--- src/rtl/logic_issue_queue.sv ---
// Command FIFO and result register wrapped around a 32-bit combinational logic unit.
// Optional feature macro: LOGIC_ISSUE_FLAGS_EN adds registered res_zero/res_parity outputs.
module logic_issue_queue #(
  parameter int DEPTH = 4,
  parameter int TAG_W = 4
) (
  input  logic                     clk,
  input  logic                     rst_n,
  input  logic                     flush,
  input  logic                     in_valid,
  output logic                     in_ready,
  input  logic [31:0]              in_a,
  input  logic [31:0]              in_b,
  input  logic [2:0]               in_sel,
  input  logic [TAG_W-1:0]         in_tag,
  output logic [31:0]              lu_a,
  output logic [31:0]              lu_b,
  output logic [2:0]               lu_select,
  input  logic [31:0]              lu_out,
  output logic                     res_valid,
  input  logic                     res_ready,
  output logic [31:0]              res_data,
  output logic [TAG_W-1:0]         res_tag,
`ifdef LOGIC_ISSUE_FLAGS_EN
  output logic                     res_zero,
  output logic                     res_parity,
`endif
  output logic [$clog2(DEPTH):0]   count
);

  localparam int AW = $clog2(DEPTH);
  localparam int CW = AW + 1;

  logic [31:0]      mem_a_q   [DEPTH];
  logic [31:0]      mem_a_d   [DEPTH];
  logic [31:0]      mem_b_q   [DEPTH];
  logic [31:0]      mem_b_d   [DEPTH];
  logic [2:0]       mem_sel_q [DEPTH];
  logic [2:0]       mem_sel_d [DEPTH];
  logic [TAG_W-1:0] mem_tag_q [DEPTH];
  logic [TAG_W-1:0] mem_tag_d [DEPTH];

  logic [AW-1:0]    wr_ptr_q, wr_ptr_d;
  logic [AW-1:0]    rd_ptr_q, rd_ptr_d;
  logic [CW-1:0]    count_q, count_d;
  logic             res_valid_q, res_valid_d;
  logic [31:0]      res_data_q, res_data_d;
  logic [TAG_W-1:0] res_tag_q, res_tag_d;
  logic             res_zero_q, res_zero_d;
  logic             res_parity_q, res_parity_d;

  logic empty, full, push, pop;

  // Full/empty come from the occupancy count so pointer equality never has to be disambiguated.
  assign empty = (count_q == '0);
  assign full  = (count_q == CW'(DEPTH));
  assign push  = in_valid & ~full & ~flush;
  assign pop   = ~empty & (~res_valid_q | res_ready) & ~flush;

  assign in_ready  = ~full;
  assign lu_a      = mem_a_q[rd_ptr_q];
  assign lu_b      = mem_b_q[rd_ptr_q];
  assign lu_select = mem_sel_q[rd_ptr_q];
  assign res_valid = res_valid_q;
  assign res_data  = res_data_q;
  assign res_tag   = res_tag_q;
  assign count     = count_q;

`ifdef LOGIC_ISSUE_FLAGS_EN
  assign res_zero   = res_zero_q;
  assign res_parity = res_parity_q;
`endif

  always_comb begin
    mem_a_d   = mem_a_q;
    mem_b_d   = mem_b_q;
    mem_sel_d = mem_sel_q;
    mem_tag_d = mem_tag_q;
    if (push) begin
      mem_a_d[wr_ptr_q]   = in_a;
      mem_b_d[wr_ptr_q]   = in_b;
      mem_sel_d[wr_ptr_q] = in_sel;
      mem_tag_d[wr_ptr_q] = in_tag;
    end
  end

  always_comb begin
    wr_ptr_d = wr_ptr_q;
    rd_ptr_d = rd_ptr_q;
    count_d  = count_q;
    if (flush) begin
      wr_ptr_d = '0;
      rd_ptr_d = '0;
      count_d  = '0;
    end else begin
      if (push) wr_ptr_d = wr_ptr_q + AW'(1);
      if (pop)  rd_ptr_d = rd_ptr_q + AW'(1);
      case ({push, pop})
        2'b10:   count_d = count_q + CW'(1);
        2'b01:   count_d = count_q - CW'(1);
        default: count_d = count_q;
      endcase
    end
  end

  // Flush wipes the whole result register, flags included, so nothing stale is offered afterwards.
  always_comb begin
    res_valid_d  = res_valid_q;
    res_data_d   = res_data_q;
    res_tag_d    = res_tag_q;
    res_zero_d   = res_zero_q;
    res_parity_d = res_parity_q;
    if (flush) begin
      res_valid_d  = 1'b0;
      res_data_d   = '0;
      res_tag_d    = '0;
      res_zero_d   = 1'b0;
      res_parity_d = 1'b0;
    end else if (pop) begin
      res_valid_d  = 1'b1;
      res_data_d   = lu_out;
      res_tag_d    = mem_tag_q[rd_ptr_q];
      res_zero_d   = (lu_out == 32'd0);
      res_parity_d = ^lu_out;
    end else if (res_valid_q & res_ready) begin
      res_valid_d = 1'b0;
    end
  end

  always_ff @(posedge clk or negedge rst_n) begin
    if (!rst_n) begin
      for (int i = 0; i < DEPTH; i++) begin
        mem_a_q[i]   <= '0;
        mem_b_q[i]   <= '0;
        mem_sel_q[i] <= '0;
        mem_tag_q[i] <= '0;
      end
      wr_ptr_q     <= '0;
      rd_ptr_q     <= '0;
      count_q      <= '0;
      res_valid_q  <= 1'b0;
      res_data_q   <= '0;
      res_tag_q    <= '0;
      res_zero_q   <= 1'b0;
      res_parity_q <= 1'b0;
    end else begin
      mem_a_q      <= mem_a_d;
      mem_b_q      <= mem_b_d;
      mem_sel_q    <= mem_sel_d;
      mem_tag_q    <= mem_tag_d;
      wr_ptr_q     <= wr_ptr_d;
      rd_ptr_q     <= rd_ptr_d;
      count_q      <= count_d;
      res_valid_q  <= res_valid_d;
      res_data_q   <= res_data_d;
      res_tag_q    <= res_tag_d;
      res_zero_q   <= res_zero_d;
      res_parity_q <= res_parity_d;
    end
  end

endmodule

--- config.mk ---
export PLATFORM = sky130hd
export DESIGN_NAME = logic_issue_queue
export DESIGN_NICKNAME = d
export VERILOG_FILES = /design/src/rtl/logic_issue_queue.sv
export SDC_FILE = /design/constraint.sdc
export NUM_CORES = 1
export LEC_CHECK = 0
export ABC_AREA = 1
export BUFFER_PORTS_ARGS = -buffer_cell sky130_fd_sc_hd__buf_2
export CAP_MARGIN = 20
export CORE_ASPECT_RATIO = 2
export CORE_MARGIN = 3
export CORE_UTILIZATION = 61
export CTS_BUF_LIST = sky130_fd_sc_hd__clkbuf_16
export CTS_CLUSTER_DIAMETER = 80
export DETAILED_ROUTE_END_ITERATION = 8
export HOLD_SLACK_MARGIN = 0.05
export PLACE_DENSITY = 0.85
export RECOVER_POWER = 25
export SLEW_MARGIN = 20
export SYNTH_ARGS = -nofsm -noshare
export SYNTH_HDL_FRONTEND = slang
export SYNTH_SLANG_ARGS = --single-unit
export TNS_END_PERCENT = 5
--- constraint.sdc ---
create_clock -name clk -period 3.6 [get_ports clk]
set_input_delay 0.72 -clock clk [delete_from_list [all_inputs] [get_ports clk]]
set_output_delay 0.72 -clock clk [all_outputs]
set_load 0.02 [all_outputs]
==> results <==
- The number of cells in the design after placement is 1,945.
- The number of top-level pins is 216.
- The most critical setup path has its startpoint at rd_ptr_q[0].
- The CTS tree is yes.
- The final clock period utilization by the worst path is around 87%.
- The CTS clock-pin slew for the worst setup and hold paths is 70 ps.
- The number of detailed-routing iterations run before antenna repair is 5.
- The global route total overflow is 0.
- The beginning of the worst register-to-register path is count[1].
- The capturing element of the worst setup path is lu_a[9].
- The HPWL after detailed placement is around 22,000 µm.
- Data arrives at the worst endpoint at ~2400 ps.
- The dominant synthesized flop cell is sky130_fd_sc_hd__dfrtp_1.
- The synthesized netlist net count is 1,652.
- The number of gates resized after CTS is 0.
- The worst hold path begins at lu_out[6].
- The critical path is of the reg2out type.
- The post-detailed-route count of antenna-violating nets is 0.
- The maximum fanout count along the critical path is 47.
- The effective utilization at floorplan is 62.24%.
- In this run, the clock network consumes a little over a fifth of the power.
- The overall die area is between 20,000 and 30,000 µm².
- The final hold slack is between 400 and 500 ps.
- Summing every instance area after synthesis gives 14,150 µm².
- The Yosys step of the flow raised 0 warnings.
- In this run the tightest slew margin relative to its limit is -62.71%.
- The clock latency on the worst-skew pair is 550 ps.
- The combinational cell fraction of total power is 38.1%.
- The number of rows created at floorplan is 78.
- The endpoint of the lowest-slack register-to-register path is mem_b_q[33].
- The total routing resource utilization after global routing is 28.12%.
- The type of the most critical hold path is in2reg.
- The pin count of the biggest net entering global routing is 144.
- The number of storage elements in the synthesis netlist is around 330.
- The library cells used most frequently in the layout, excluding fill and tap cells, are sky130_fd_sc_hd__o21ai_0 (380), sky130_fd_sc_hd__dfrtp_1 (326), sky130_fd_sc_hd__nand2_1 (323), sky130_fd_sc_hd__buf_2 (214), sky130_fd_sc_hd__nor2_1 (135).
- The most common cell after layout, fill and taps aside is sky130_fd_sc_hd__o21ai_0.
- The number of buffers between clock root and the deepest sink is 3.
- The average instance area after synthesis is 9.196 µm².
- The diode insertion count for antenna repair is 0.
- Dividing total power by cell area gives a power density of 940.6 nW/µm².
- In the final routed layout, each cell accounts on average for 17.68 µm.
- For the final routed database, the setup TNS stands at 0 ps.
- The leakage component of the power is 8.168 nW.
- The floorplan step set the die width to 113.7 µm.
- The global placement routability congestion is 0.8747.
- The setup slack of the most critical reg-to-reg path is 1330 ps.
- Counting the buffers created by CTS gives 28.
- The layout net count is roughly 1.8k.
- Setup violations remaining at the end of the flow were counted as 0.
- The category of the worst setup path launch point is a register.
- The capturing element type of the critical path is an output pin.
- The maximum frequency from static timing analysis is between 0.3 and 0.4 GHz.
- Counting distinct cell types in the post-synthesis netlist gives 29.
- The worst-case reg-to-reg path depth is 7.
- For the pin with the worst max-slew slack, the measured transition is 2441 ps.
- In the synthesized netlist the async set-or-reset flop fraction comes to 100.0%.
- The final reports fail on capacitance limit, slew limit.
- Excluding fillers, the count of instances in the completed layout stands at 1,995.
- The die is 221.4 µm tall.
- The number of enable-type register cells in the synthesized netlist is 0.
- The total of buffers placed on input and output ports is 215.
- Relative to the synthesized area, the layout overhead comes to 13.41%.
- The fraction of power spent switching nets is about two fifths.
- The final layout contains routed wiring with a total length of 35,280 µm.
- The deepest level of the CTS H-tree is 1.
- CTS saw 328 sinks.
- The largest clock skew in the final design is 9.903 ps.
- Setup repair after global routing left no endpoint under its margin.
- Of the total power, registers draw 40.5%.
- The initial antenna violation count is 2.
- The worst-case vdd ir drop is about 730 µV.
- The flow ran to the end, but the final reports show violations.
- The count of fill cells added during filler insertion is 1,729.
- The time the worst path needs with I/O delays and setup is 3144 ps.
- The violation count after the first detailed-routing iteration is between 800 and 900.
- The switching component of the power is 6.008 mW.
- The area used by sequential logic in the layout is between 8000 and 9000 µm².
- The sequential share of the synthesized area is between 50% and 60%.
- The number of setup buffers added after CTS is 0.
- The post-cts hold buffer count is 0.
- In the final layout, the share of cells above drive strength 1 is 18.08%.
- In the routed design, unresolved DRC markers number 0.
- The tree is rooted in a sky130_fd_sc_hd__clkbuf_16.
- The average via count per standard cell is 5.853.
- Synthesis handed over a netlist of 1,539 instances.
- The wire length of the first global-routing pass is ~58,000 µm.
- The number of max-capacitance violations reported is 1.
- Cell internal power was estimated by the tool at 9.089 mW.
- The number of global-route vias before repair was roughly 12k.
- The total area inside the core boundary comes to 22,740 µm².
- Summing over every cut layer, the via total after detailed routing is 11.68k.
- The hold violation count in the final report is 0.
- The number of max-slew violations in the final report was 91.
- The multi-input logic area is 4878 µm².
- Data on the critical path is required at its endpoint by 2880 ps.
## cell usage after synthesis, types with 5 or more instances
cell	count	area [µm²]
sky130_fd_sc_hd__clkbuf_8	17	234.0
sky130_fd_sc_hd__nand2_4	5	56.30
sky130_fd_sc_hd__a21oi_1	11	55.05
sky130_fd_sc_hd__o21ai_1	30	150.1
sky130_fd_sc_hd__buf_6	18	202.7
sky130_fd_sc_hd__dfrtp_1	328	8208
sky130_fd_sc_hd__o22ai_1	67	419.2
sky130_fd_sc_hd__a22o_1	32	280.3
sky130_fd_sc_hd__o21ai_2	14	122.6
sky130_fd_sc_hd__o21ai_0	380	1902
sky130_fd_sc_hd__nor2_1	135	506.7
sky130_fd_sc_hd__nand2_1	323	1212
sky130_fd_sc_hd__inv_1	80	300.3
sky130_fd_sc_hd__buf_2	17	85.08
sky130_fd_sc_hd__clkbuf_1	58	217.7
## worst max-delay path, cell delays in order, from the launching register on
cell                      delay [ps]
sky130_fd_sc_hd__dfrtp_4         510
sky130_fd_sc_hd__inv_4           390
sky130_fd_sc_hd__buf_4           420
sky130_fd_sc_hd__o21ai_0         140
sky130_fd_sc_hd__o22ai_1         190
sky130_fd_sc_hd__buf_2           210
## power groups by stage
| stage | Sequential, mW | Combinational, mW | Clock (mW) |
|---|---|---|---|
| detailed placement | 6.13 | 5.72 | 0 |
| floorplan | 6.09 | 3.79 | 0 |
| CTS | 6.09 | 5.77 | 3.29 |
| finish | 6.11 | 5.75 | 3.24 |
| global placement | 6.06 | 5.56 | 0 |
| global route | 6.28 | 6.39 | 3.43 |
## how the worst min path moves through the flow
stage                         to  slack (ps)  cells after the start
floorplan               count[0]         420                      0
global placement    mem_sel_q[8]         460                      2
detailed placement  mem_sel_q[8]         470                      2
CTS                 mem_b_q[121]         200                      1
global route        res_data[29]         400                      2
finish               res_data[6]         400                      2
## sequential cells by signal, indices dropped and copies added (netlist names)
name,cells
mem_a_q,128
mem_b_q,128
res_data,32
mem_tag_q,16
mem_sel_q,12
res_tag,4
count,3
rd_ptr_q,2
wr_ptr_q,2
res_valid,1
## through the flow
stage	area (µm²)	worst slack (ps)	utilization (%)	power, mW
5_1_grt	16050	217.1	70.58	16.10
6_report	16050	455.7	70.58	15.10
3_3_place_gp	15090	1117	66.38	11.62
3_5_place_dp	15090	1080	66.38	11.85
2_1_floorplan	14150	1496	-	9.881
4_1_cts	16080	456.3	70.72	15.15
## metal layers
metal / GRT usage, % / vias up / share of wire [%]
li1: - / 5440 / -
met1: 34.77 / 5614 / 38
met2: 47.23 / 500 / 51
met3: 4.297 / 119 / 6.7
met4: 14.67 / 4 / 5.2
met5: 0 / - / 0.060
## area by class of cell
class / instances / area share [%]
clock buffer: 29 / 4.521
clock inverter: 21 / 1.629
inverter: 84 / 1.980
multi-input combinational: 1015 / 30.39
sequential: 328 / 51.17
tap: 280 / 2.183
timing repair buffer: 238 / 8.123
## logic make-up after synthesis
| kind of cell | count (synthesis) | share of synthesized area, % |
|---|---|---|
| AOI/OAI and AO/OA | 539 | 20.95 |
| and+or+nand+nor | 470 | 12.96 |
| adders and majority gates | 5 | 0.4951 |
| buffers and inverters | 196 | 7.532 |
| xor gates and xnor gates | 1 | 0.06190 |
| DFF | 328 | 58.00 |
No activity file was read; power rests on OpenSTA's default activity.
